[src/rtl/ucc_monitor_pkg.sv]
// Shared types for the untrusted-code-region monitor: region FSM state
// encoding, violation cause codes and the inclusive region hit test.
package ucc_monitor_pkg;

    typedef enum logic [1:0] {
        ST_OUT  = 2'd0,
        ST_IN   = 2'd1,
        ST_KILL = 2'd2
    } ucc_state_e;

    typedef enum logic [2:0] {
        CAUSE_NONE  = 3'd0,
        CAUSE_ENTRY = 3'd1,
        CAUSE_EXIT  = 3'd2,
        CAUSE_IRQ   = 3'd3,
        CAUSE_WRITE = 3'd4,
        CAUSE_DMA   = 3'd5
    } ucc_cause_e;

    // An inverted region (lo > hi) can never satisfy both bounds, so it never hits.
    function automatic logic region_hit(input logic [15:0] a,
                                        input logic [15:0] lo,
                                        input logic [15:0] hi);
        return (a >= lo) && (a <= hi);
    endfunction

endpackage

[src/rtl/ucc_monitor_if.sv]
// Bus bundle between the CPU/DMA/CR side and the monitor: observed
// execution and memory traffic, region bounds, and the violation report.
interface ucc_monitor_if #(
    parameter int NUM_UCC = 3
);
    logic [15:0]        pc;
    logic               irq;
    logic               data_wr;
    logic [15:0]        data_addr;
    logic               dma_en;
    logic [15:0]        dma_addr;
    logic [15:0]        ucc_min [NUM_UCC];
    logic [15:0]        ucc_max [NUM_UCC];
    logic               exec_reset;
    logic [NUM_UCC-1:0] in_ucc;
    logic [2:0]         viol_id;
    logic [2:0]         viol_cause;

    modport master (
        output pc, irq, data_wr, data_addr, dma_en, dma_addr, ucc_min, ucc_max,
        input  exec_reset, in_ucc, viol_id, viol_cause
    );

    modport slave (
        input  pc, irq, data_wr, data_addr, dma_en, dma_addr, ucc_min, ucc_max,
        output exec_reset, in_ucc, viol_id, viol_cause
    );
endinterface

[src/rtl/ucc_monitor_region_fsm.sv]
// One region's OUT/IN/KILL tracker. Reports this cycle's violation (if any)
// with the lowest applicable cause code; KILL is held until reset.
module ucc_region_fsm
    import ucc_monitor_pkg::*;
(
    input  logic        clk,
    input  logic        rst,
    input  logic [15:0] pc_i,
    input  logic [15:0] prev_pc_i,
    input  logic        irq_i,
    input  logic        data_wr_i,
    input  logic [15:0] data_addr_i,
    input  logic        dma_en_i,
    input  logic [15:0] dma_addr_i,
    input  logic [15:0] ucc_min_i,
    input  logic [15:0] ucc_max_i,
    output logic        in_ucc_o,
    output logic        viol_o,
    output ucc_cause_e  cause_o
);

    ucc_state_e state_q, state_d;
    logic       pc_hit, wr_hit, dma_hit;

    assign pc_hit  = region_hit(pc_i, ucc_min_i, ucc_max_i);
    assign wr_hit  = data_wr_i && region_hit(data_addr_i, ucc_min_i, ucc_max_i);
    assign dma_hit = dma_en_i  && region_hit(dma_addr_i,  ucc_min_i, ucc_max_i);

    always_ff @(posedge clk or posedge rst) begin
        if (rst) begin
            state_q <= ST_OUT;
        end else begin
            state_q <= state_d;
        end
    end

    // Checks are ordered by cause code so the first match is the one reported.
    always_comb begin
        state_d = state_q;
        cause_o = CAUSE_NONE;
        case (state_q)
            ST_OUT: begin
                if (pc_hit && (pc_i != ucc_min_i)) cause_o = CAUSE_ENTRY;
                else if (wr_hit)                   cause_o = CAUSE_WRITE;
                else if (dma_hit)                  cause_o = CAUSE_DMA;
                else if (pc_hit)                   state_d = ST_IN;
            end
            ST_IN: begin
                if (!pc_hit && (prev_pc_i != ucc_max_i)) cause_o = CAUSE_EXIT;
                else if (irq_i)                          cause_o = CAUSE_IRQ;
                else if (wr_hit)                         cause_o = CAUSE_WRITE;
                else if (dma_hit)                        cause_o = CAUSE_DMA;
                else if (!pc_hit)                        state_d = ST_OUT;
            end
            default: ;
        endcase
        if (cause_o != CAUSE_NONE) state_d = ST_KILL;
    end

    assign viol_o   = (cause_o != CAUSE_NONE);
    assign in_ucc_o = (state_q == ST_IN);

endmodule

[src/rtl/ucc_monitor.sv]
// Untrusted code monitor: one FSM per region, shared prev_pc register and a
// sticky, lowest-index-first violation report driving exec_reset.
module ucc_monitor
    import ucc_monitor_pkg::*;
#(
    parameter int NUM_UCC = 3
) (
    input  logic          clk,
    input  logic          puc_rst,
    ucc_monitor_if.slave  bus
);

    logic [15:0]        prev_pc_q;
    logic [NUM_UCC-1:0] in_ucc;
    logic [NUM_UCC-1:0] viol;
    ucc_cause_e         cause [NUM_UCC];

    logic               exec_reset_q, exec_reset_d;
    logic [2:0]         viol_id_q, viol_id_d;
    ucc_cause_e         viol_cause_q, viol_cause_d;
    logic [2:0]         first_id;
    ucc_cause_e         first_cause;
    logic               latch_en;

    always_ff @(posedge clk or posedge puc_rst) begin
        if (puc_rst) begin
            prev_pc_q <= 16'h0000;
        end else begin
            prev_pc_q <= bus.pc;
        end
    end

    generate
        for (genvar gi = 0; gi < NUM_UCC; gi++) begin : g_region
            ucc_region_fsm u_fsm (
                .clk         (clk),
                .rst         (puc_rst),
                .pc_i        (bus.pc),
                .prev_pc_i   (prev_pc_q),
                .irq_i       (bus.irq),
                .data_wr_i   (bus.data_wr),
                .data_addr_i (bus.data_addr),
                .dma_en_i    (bus.dma_en),
                .dma_addr_i  (bus.dma_addr),
                .ucc_min_i   (bus.ucc_min[gi]),
                .ucc_max_i   (bus.ucc_max[gi]),
                .in_ucc_o    (in_ucc[gi]),
                .viol_o      (viol[gi]),
                .cause_o     (cause[gi])
            );
        end
    endgenerate

    // Scan downward so the lowest violating index is the last one written.
    always_comb begin
        first_id    = '0;
        first_cause = CAUSE_NONE;
        for (int i = NUM_UCC - 1; i >= 0; i--) begin
            if (viol[i]) begin
                first_id    = 3'(i);
                first_cause = cause[i];
            end
        end
    end

    assign latch_en     = !exec_reset_q && (|viol);
    assign exec_reset_d = exec_reset_q || (|viol);
    assign viol_id_d    = latch_en ? first_id    : viol_id_q;
    assign viol_cause_d = latch_en ? first_cause : viol_cause_q;

    always_ff @(posedge clk or posedge puc_rst) begin
        if (puc_rst) begin
            exec_reset_q <= 1'b0;
            viol_id_q    <= 3'd0;
            viol_cause_q <= CAUSE_NONE;
        end else begin
            exec_reset_q <= exec_reset_d;
            viol_id_q    <= viol_id_d;
            viol_cause_q <= viol_cause_d;
        end
    end

    assign bus.exec_reset = exec_reset_q;
    assign bus.in_ucc     = in_ucc;
    assign bus.viol_id    = viol_id_q;
    assign bus.viol_cause = viol_cause_q;

endmodule

[src/flat_wrapper.sv]
// flat-port wrapper written by rule: the top's interface ports become plain ports
module ucc_monitor_flat import ucc_monitor_pkg::*;
#(
    parameter int NUM_UCC = 3
)
  (clk, puc_rst, bus_pc, bus_irq, bus_data_wr, bus_data_addr, bus_dma_en, bus_dma_addr, bus_ucc_min, bus_ucc_max, bus_exec_reset, bus_in_ucc, bus_viol_id, bus_viol_cause);
  ucc_monitor_if #(.NUM_UCC(NUM_UCC)) bus_i ();
  input  logic clk;
  input  logic puc_rst;
  input wire logic [$bits(bus_i.pc)-1:0] bus_pc;
  input wire logic [$bits(bus_i.irq)-1:0] bus_irq;
  input wire logic [$bits(bus_i.data_wr)-1:0] bus_data_wr;
  input wire logic [$bits(bus_i.data_addr)-1:0] bus_data_addr;
  input wire logic [$bits(bus_i.dma_en)-1:0] bus_dma_en;
  input wire logic [$bits(bus_i.dma_addr)-1:0] bus_dma_addr;
  input wire logic [$bits(bus_i.ucc_min)-1:0] bus_ucc_min;
  input wire logic [$bits(bus_i.ucc_max)-1:0] bus_ucc_max;
  output wire logic [$bits(bus_i.exec_reset)-1:0] bus_exec_reset;
  output wire logic [$bits(bus_i.in_ucc)-1:0] bus_in_ucc;
  output wire logic [$bits(bus_i.viol_id)-1:0] bus_viol_id;
  output wire logic [$bits(bus_i.viol_cause)-1:0] bus_viol_cause;
  assign bus_i.pc = bus_pc;
  assign bus_i.irq = bus_irq;
  assign bus_i.data_wr = bus_data_wr;
  assign bus_i.data_addr = bus_data_addr;
  assign bus_i.dma_en = bus_dma_en;
  assign bus_i.dma_addr = bus_dma_addr;
  assign bus_i.ucc_min = {>>{bus_ucc_min}};
  assign bus_i.ucc_max = {>>{bus_ucc_max}};
  assign bus_exec_reset = bus_i.exec_reset;
  assign bus_in_ucc = bus_i.in_ucc;
  assign bus_viol_id = bus_i.viol_id;
  assign bus_viol_cause = bus_i.viol_cause;
  ucc_monitor #(.NUM_UCC(NUM_UCC)) u_core (.clk(clk), .puc_rst(puc_rst), .bus(bus_i));
endmodule
[config.mk]
export PLATFORM = sky130hd
export DESIGN_NAME = ucc_monitor_flat
export DESIGN_NICKNAME = d
export VERILOG_FILES = /design/src/rtl/ucc_monitor_pkg.sv /design/src/rtl/ucc_monitor_if.sv /design/src/rtl/ucc_monitor_region_fsm.sv /design/src/rtl/ucc_monitor.sv /design/src/flat_wrapper.sv
export SDC_FILE = /design/constraint.sdc
export NUM_CORES = 1
export LEC_CHECK = 0
export ABC_AREA = 1
export CORE_ASPECT_RATIO = 0.6
export CORE_MARGIN = 5
export CORE_UTILIZATION = 35
export CTS_BUF_LIST = sky130_fd_sc_hd__clkbuf_8
export DETAILED_ROUTE_END_ITERATION = 6
export GPL_ROUTABILITY_DRIVEN = 0
export HOLD_SLACK_MARGIN = 0.08
export PLACE_DENSITY_LB_ADDON = 0.3
export SYNTH_ARGS = -nofsm -noshare
export SYNTH_HDL_FRONTEND = slang
export SYNTH_SLANG_ARGS = --single-unit
[constraint.sdc]
create_clock -name clk -period 3.05 [get_ports clk]
set_input_delay 0.4575 -clock clk [delete_from_list [all_inputs] [get_ports clk]]
set_output_delay 0.4575 -clock clk [all_outputs]
set_load 0.05 [all_outputs]
* Yosys cells after proc, flatten, opt, wreduce, memory -nomap -nowiden
Cells that the tools add are included.
Word-level totals: register bits 29, input port bits 149, output and inout bits 10, logic and storage cells 158
Cells by class: $lt $le $gt $ge 18, equal/unequal tests 36, muxes and demuxes 57, reduce and logical (&&, ||, !) cells 40
Operator list (number):
- $ge A16 B16 Y1 | 9
- $le A16 B16 Y1 | 9
- $ne A16 B16 Y1 | 6
- $ne A3 B3 Y1 const B | 24
- $mux W2 | 33
- $mux W3 | 18
- $reduce_and A10 Y1 | 3
- $logic_and A1 B1 Y1 | 22
- $pmux W3 S2 | 3
- $reduce_bool A3 Y1 | 6
- $pmux W2 S2 | 3
- $ne A3 B2 Y1 const B | 3
- $eq A2 B1 Y1 const B | 3
- $logic_not A2 Y1 | 3
- $logic_not A1 Y1 | 4
- $reduce_or A3 Y1 | 1
- $logic_or A1 B1 Y1 | 1

* Logic depth before layout (Yosys ltp)
depth in word-level cells 12, gate-level depth with buffers 24, mapped depth without buffers 24

* By module
A second synthesis with hierarchy kept.
Unflattened totals: cell total of the unflattened synthesis 1438, area, all modules 9298.9 um^2
Modules (own cells, without submodules):
- ucc_region_fsm at u_core.g_region[0].u_fsm ... | instances 2, cells an instance 465, area each 2869.0 um^2, sequential area each 50.0 um^2
- ucc_region_fsm at u_core.g_region[2].u_fsm | instances 1, cells an instance 442, area each 2807.7 um^2, sequential area each 50.0 um^2
- ucc_monitor | instances 1, cells an instance 66, area each 753.2 um^2, sequential area each 550.5 um^2

* Least setup slack after synthesis
OpenSTA, ideal clock, no wires.
path kind input-to-reg, start point input bus_ucc_min[45], end point register u_core.viol_cause_q[0], in the netlist u_core.bus.viol_cause[0], library setup time 0.118 ns, data arrival time 2.134 ns, data required time 2.932 ns, slack 0.798 ns, cell stages on the path 18, buffers on the path 0, cell sequence inv_1 -> ha_1 -> a21o_1 -> a22o_1 -> nor2_1 -> nand2_2 -> nand2_2 -> nand2_2 -> nand3_1 -> nand2_1 -> nand2_2 -> nand2_4 -> nor2_8 -> nand2_4 -> nand2_4 -> nand2_4 -> nand2_1 -> nand2_1
On the way: longest elaborated chain between the ends 11, elaborated cells between the ends (all ways) 22, classes of those cells order compare: 3; eq/ne: 1; mux: 7; reduce/logical: 11
Ends and longest elaborated chain:
- start: declaration | RTL line flat_wrapper.sv:16 | input wire logic [$bits(bus_i.ucc_min)-1:0] bus_ucc_min;
- $ge A16 B16 Y1 | RTL line ucc_monitor_pkg.sv:24 | return (a >= lo) && (a <= hi);
- $logic_and A1 B1 Y1 | RTL line ucc_monitor_pkg.sv:24
- $logic_and A1 B1 Y1 | RTL line ucc_monitor_region_fsm.sv:27 | assign dma_hit = dma_en_i && region_hit(dma_addr_i, ucc_min_i, ucc_max_i);
- $mux W3 | RTL line ucc_monitor_region_fsm.sv:45, ucc_monitor_region_fsm.sv:52
- $mux W3 | RTL line ucc_monitor_region_fsm.sv:51 | else if (wr_hit) cause_o = CAUSE_WRITE;
- $mux W3 | RTL line ucc_monitor_region_fsm.sv:50 | else if (irq_i) cause_o = CAUSE_IRQ;
- $mux W3 | RTL line ucc_monitor_region_fsm.sv:49 | if (!pc_hit && (prev_pc_i != ucc_max_i)) cause_o = CAUSE_EXIT;
- $pmux W3 S2 (*) | RTL line ucc_monitor_region_fsm.sv:41 | case (state_q)
- $reduce_bool A3 Y1 | RTL line ucc_monitor_region_fsm.sv:60 | assign viol_o = (cause_o != CAUSE_NONE);
- $reduce_or A3 Y1 | RTL line ucc_monitor.sv:66 | assign latch_en = !exec_reset_q && (|viol);
- $logic_and A1 B1 Y1 | RTL line ucc_monitor.sv:66
- end signal: assignment | RTL line ucc_monitor.sv:79 | viol_cause_q <= viol_cause_d;
- end: declaration | RTL line ucc_monitor.sv:20 | ucc_cause_e viol_cause_q, viol_cause_d;
Every way passes the cells marked *; elsewhere a longest branch is shown, timed or not. A chain may end at the register's enable or synchronous reset.

* Worst setup path after layout
start point input bus_ucc_min[47], end point register u_core.viol_cause_q[0], in the netlist u_core.bus.viol_cause[0]
The elaborated chain is that of the path after synthesis.

==> results.md <==
Run status:
- The run finished with clean final reports.

Power:
- The share of total power dissipated in the clock network is 0.111.
- For this design the total switching power over the nets is 0.990 mW.
- Of the total power, the share spent switching nets is 0.453.
- For this design the ratio of total power to cell area is 187 nW/um2.
- The cell-internal power is 1.20 mW.
- The share of total power dissipated in sequential elements is 0.190.
- The largest voltage drop on the vdd net is 0.164 mV.
- The relative contribution of combinational cells to total power is 0.699.
- After layout, the design draws a total of 2.19 mW.
- For this design the static power due to leakage is 6.30 nW.

Logic synthesis:
- In this run the cell area of the synthesized design comes to 8880 um2.
- The number of distinct library cells after synthesis is 39.
- The area share of the largest cell type after synthesis is 0.406.
- The flip-flop and latch count after synthesis is 28.
- Of the synthesized area, sequential elements account for 0.0789.
- The cell taking the most area after synthesis is sky130_fd_sc_hd__ha_1.
- The synthesized area per cell is 6.88 um2.
- By area the synthesized netlist is led by sky130_fd_sc_hd__ha_1, sky130_fd_sc_hd__nand2_1, sky130_fd_sc_hd__dfrtp_1.
- The number of instances in the synthesized netlist is 1292.
- The synthesized netlist net count is 1729.
- The count of warnings emitted by yosys is 0.

Timing:
- The total negative slack is 0 ns.
- For the finished layout, the period the worst path requires is 2.92 ns.
- The maximum clock skew at final layout is 0.0147 ns.
- In this run the tightest slew margin relative to its limit is 0.658.
- The transition time at the pin with the least slew margin is 0.511 ns.
- The final max-slew violation count was 0.
- The maximum frequency from static timing analysis is 343 MHz.
- The total count of hold-check failures in the final report was 0.
- The portion of the clock cycle consumed by the worst path in the final layout is 0.957.
- The total of endpoints with negative setup slack in the final report is 0.
- The worst setup margin is 0.131 ns.

Route:
- The via count of the routed design is 9459.
- The final routed wire length divided by cell count is 16.8 um.
- The count of nets left with antenna violations once routing finished came out at 0.
- The final routed DRC violation total is 0.
- In the routed layout, each cell is associated on average with a via count of 5.06.
- The first-iteration detailed-routing DRC count is 630.
- For this run, the detailed router's first-pass iteration total came to 5.
- The overall routed net length is 31400 um.

Die:
- The effective utilization at floorplan is 0.354.
- From bottom edge to top edge, the die measures 133 um.
- The floorplan step set the die width to 216 um.
- The area of the placeable core is 25100 um2.
- The die outline area is 28800 um2.
- Pin placement for this block handled 159 I/O pins.
- After floorplanning, the core was divided into 45 placement rows.

Critical path:
- The startpoint class of the critical path is a primary input.
- The startpoint of the most critical setup path is bus_ucc_min[47].
- The critical setup path kind is primary input to flip-flop.
- The required time reported for the critical path endpoint is 3.23 ns.
- The element type at the critical path end is a flip-flop.
- At the worst endpoint, the arrival time is 3.10 ns.
- The worst register-to-register path begins at u_core.prev_pc_q[14]$_DFF_PP0_.
- In this run the worst path has a maximum fanout of 7.

CTS:
- The tree is rooted in a sky130_fd_sc_hd__clkbuf_8.
- Buffers inserted to repair hold after CTS numbered 0.
- The maximum buffer depth of the clock tree is 2.
- The clock insertion delay at the later pin of the skew report is 0.29 ns.
- In this run, CTS created clock tree buffers numbering 3.
- TritonCTS built the clock tree.
- The H-tree depth reported by CTS is 1.
- The CTS clock-pin slew for the worst setup and hold paths is 0.11 ns.
- Clock tree synthesis found a total of 28 sinks.

Layout:
- For this run, the post-layout net count is 1980.
- The count of inserted antenna diode cells is 0.
- The top cell types in the final layout, fill and taps aside, are sky130_fd_sc_hd__nand2_1, sky130_fd_sc_hd__ha_1, sky130_fd_sc_hd__inv_1, sky130_fd_sc_hd__clkdlybuf4s50_1, sky130_fd_sc_hd__a21oi_1.
- The post-route standard cell area excluding fillers is 11700 um2.
- The growth of design area from synthesis to finish is 31.5%.
- The most common library cell in the layout ignoring fill and taps is sky130_fd_sc_hd__nand2_1.
- After filler insertion, the fill cell instance count of the layout stands at 2550.
- The share of final-layout standard cells stronger than drive strength 1 is 0.0979.
- Once layout is complete, the cells apart from fillers number 1871.

Place:
- Summing all placed instances gives a cell area of 11600 um2.
- The placed cell count is 1864.
- The HPWL after detailed placement is 28400 um.
- The number of buffers added on ports is 157.
- OpenSTA, run right after detailed placement, puts the worst setup slack at -0.167 ns.

Global route:
- The number of antenna violations at the first check in global routing is 0.
- In the global route stage, overall resource usage came out at 0.210.
- The total overflow left after global routing is 0.
- The via count of the first global-routing pass is 9105.
- The global-route wire length before repair is 48100 um.
- The largest net degree at the start of global routing is 29.

Min path:
- The start point of the worst hold path is u_core.bus.viol_id[0]$_DFFE_PP0P_.
- The path class of the lowest-slack min-delay path is flip-flop to flip-flop.

Job:
- Max-cap violations in this run came to 0.
Yosys cell counts (all sizes together):
cell and number:
xnor2 36, clkinv 2, or2 1, nor3 18, o21a 12, a22o 1, ha 288, nand3b 3
o21ai 47, o21bai 6, nand2 324, nor4 2, nand4 31, a21oi 139, a21o 4, a211oi 1
o2111ai 2, nand3 48, nor3b 1, buf 4, nor2 102, dfrtp 28, xor2 3, a21boi 1
and2 1, inv 186, conb 1
cell type report:
class                           instances  area [um2]  share of cell area
Multi-Input combinational cell       1072        7480               0.640
Timing Repair Buffer                  250        2330               0.199
Inverter                              188         706              0.0604
Sequential cell                        28         701              0.0600
Tap cell                              329         412              0.0352
Clock buffer                            4        55.1             0.00471
registers in the layout, indices dropped and copies added (netlist names):
signal and flops:
u_core.g_region.u_fsm.state_q 6, u_core.bus.viol_id 2, u_core.bus.viol_cause 3, u_core.prev_pc_q 16
u_core.bus.exec_reset 1
power by group through the flow:
stage	Combinational, mW	Clock [mW]	Sequential, mW
finish	1.53	0.243	0.416
global route	1.73	0.260	0.418
CTS	1.51	0.247	0.415
detailed placement	1.51	0	0.422
global placement	1.46	0	0.422
floorplan	0.837	0	0.420
routing by layer:
metal / track usage / share of wire / wire, um / vias up
met5: 0 / 0 / 0 / -
met4: 0.0227 / 0.0072 / 227 / 0
met3: 0.0218 / 0.066 / 2070 / 16
met2: 0.314 / 0.40 / 12700 / 303
met1: 0.331 / 0.52 / 16500 / 4278
li1: - / - / - / 4862
cells by family (layout without fill, tap and decap cells):
logic type	Yosys count	count (layout)	synth area share
DFF	28	28	0.0789
xor gates and xnor gates	39	39	0.0385
other	1	1	0.000422
buffers and inverters	192	442	0.0828
AOI/OAI and AO/OA	213	213	0.128
and+or+nand+nor	531	531	0.265
adders and majority gates	288	288	0.406
timing repair:
item	4_1_cts	5_1_grt
endpoints found under the setup margin	0	7
buffers inserted	0	3
resized for setup	0	16
critical path: stages:
cell and delay [ns]:
sky130_fd_sc_hd__clkdlybuf4s50_1 0.48, sky130_fd_sc_hd__inv_1 0.08, sky130_fd_sc_hd__buf_4 0.13, sky130_fd_sc_hd__ha_1 0.29, sky130_fd_sc_hd__nand2_1 0.07, sky130_fd_sc_hd__inv_2 0.07, sky130_fd_sc_hd__nand3_2 0.10, sky130_fd_sc_hd__nor2_4 0.14
sky130_fd_sc_hd__nand2_1 0.06, sky130_fd_sc_hd__nor2_1 0.13, sky130_fd_sc_hd__nor2_2 0.06, sky130_fd_sc_hd__nand2_2 0.10, sky130_fd_sc_hd__nand2_2 0.08, sky130_fd_sc_hd__a21boi_0 0.21, sky130_fd_sc_hd__nand2_1 0.12, sky130_fd_sc_hd__nand2_4 0.11
sky130_fd_sc_hd__nor2_8 0.06, sky130_fd_sc_hd__buf_4 0.13, sky130_fd_sc_hd__nand2_1 0.05, sky130_fd_sc_hd__nand2_1 0.06, sky130_fd_sc_hd__nand2_1 0.06, sky130_fd_sc_hd__nand2_1 0.04
final timing paths:
kind                            cells past startpoint  slack [ns]                                               to
worst min-delay path                                2        0.53                u_core.bus.viol_id[0]$_DFFE_PP0P_
worst min register to register                      2        0.53                u_core.bus.viol_id[0]$_DFFE_PP0P_
worst max-delay path                               22        0.13             u_core.bus.viol_cause[0]$_DFFE_PP0P_
max in group asynchronous                           3        2.19                    u_core.prev_pc_q[0]$_DFF_PP0_
worst max register to register                     14        0.79             u_core.bus.viol_cause[0]$_DFFE_PP0P_
min in group asynchronous                           3        0.57  u_core.g_region[0].u_fsm.state_q[1]$_DFFE_PP0P_
metrics by stage:
stage | utilization | hold slack [ns]
after global routing | 0.465 | 0.566
after detailed placement | 0.460 | 0.509
final | 0.465 | 0.530
after floorplan | - | 0.464
after global placement | 0.460 | 0.498
after CTS | 0.463 | 0.535
Power figures use the tool's default switching activity.
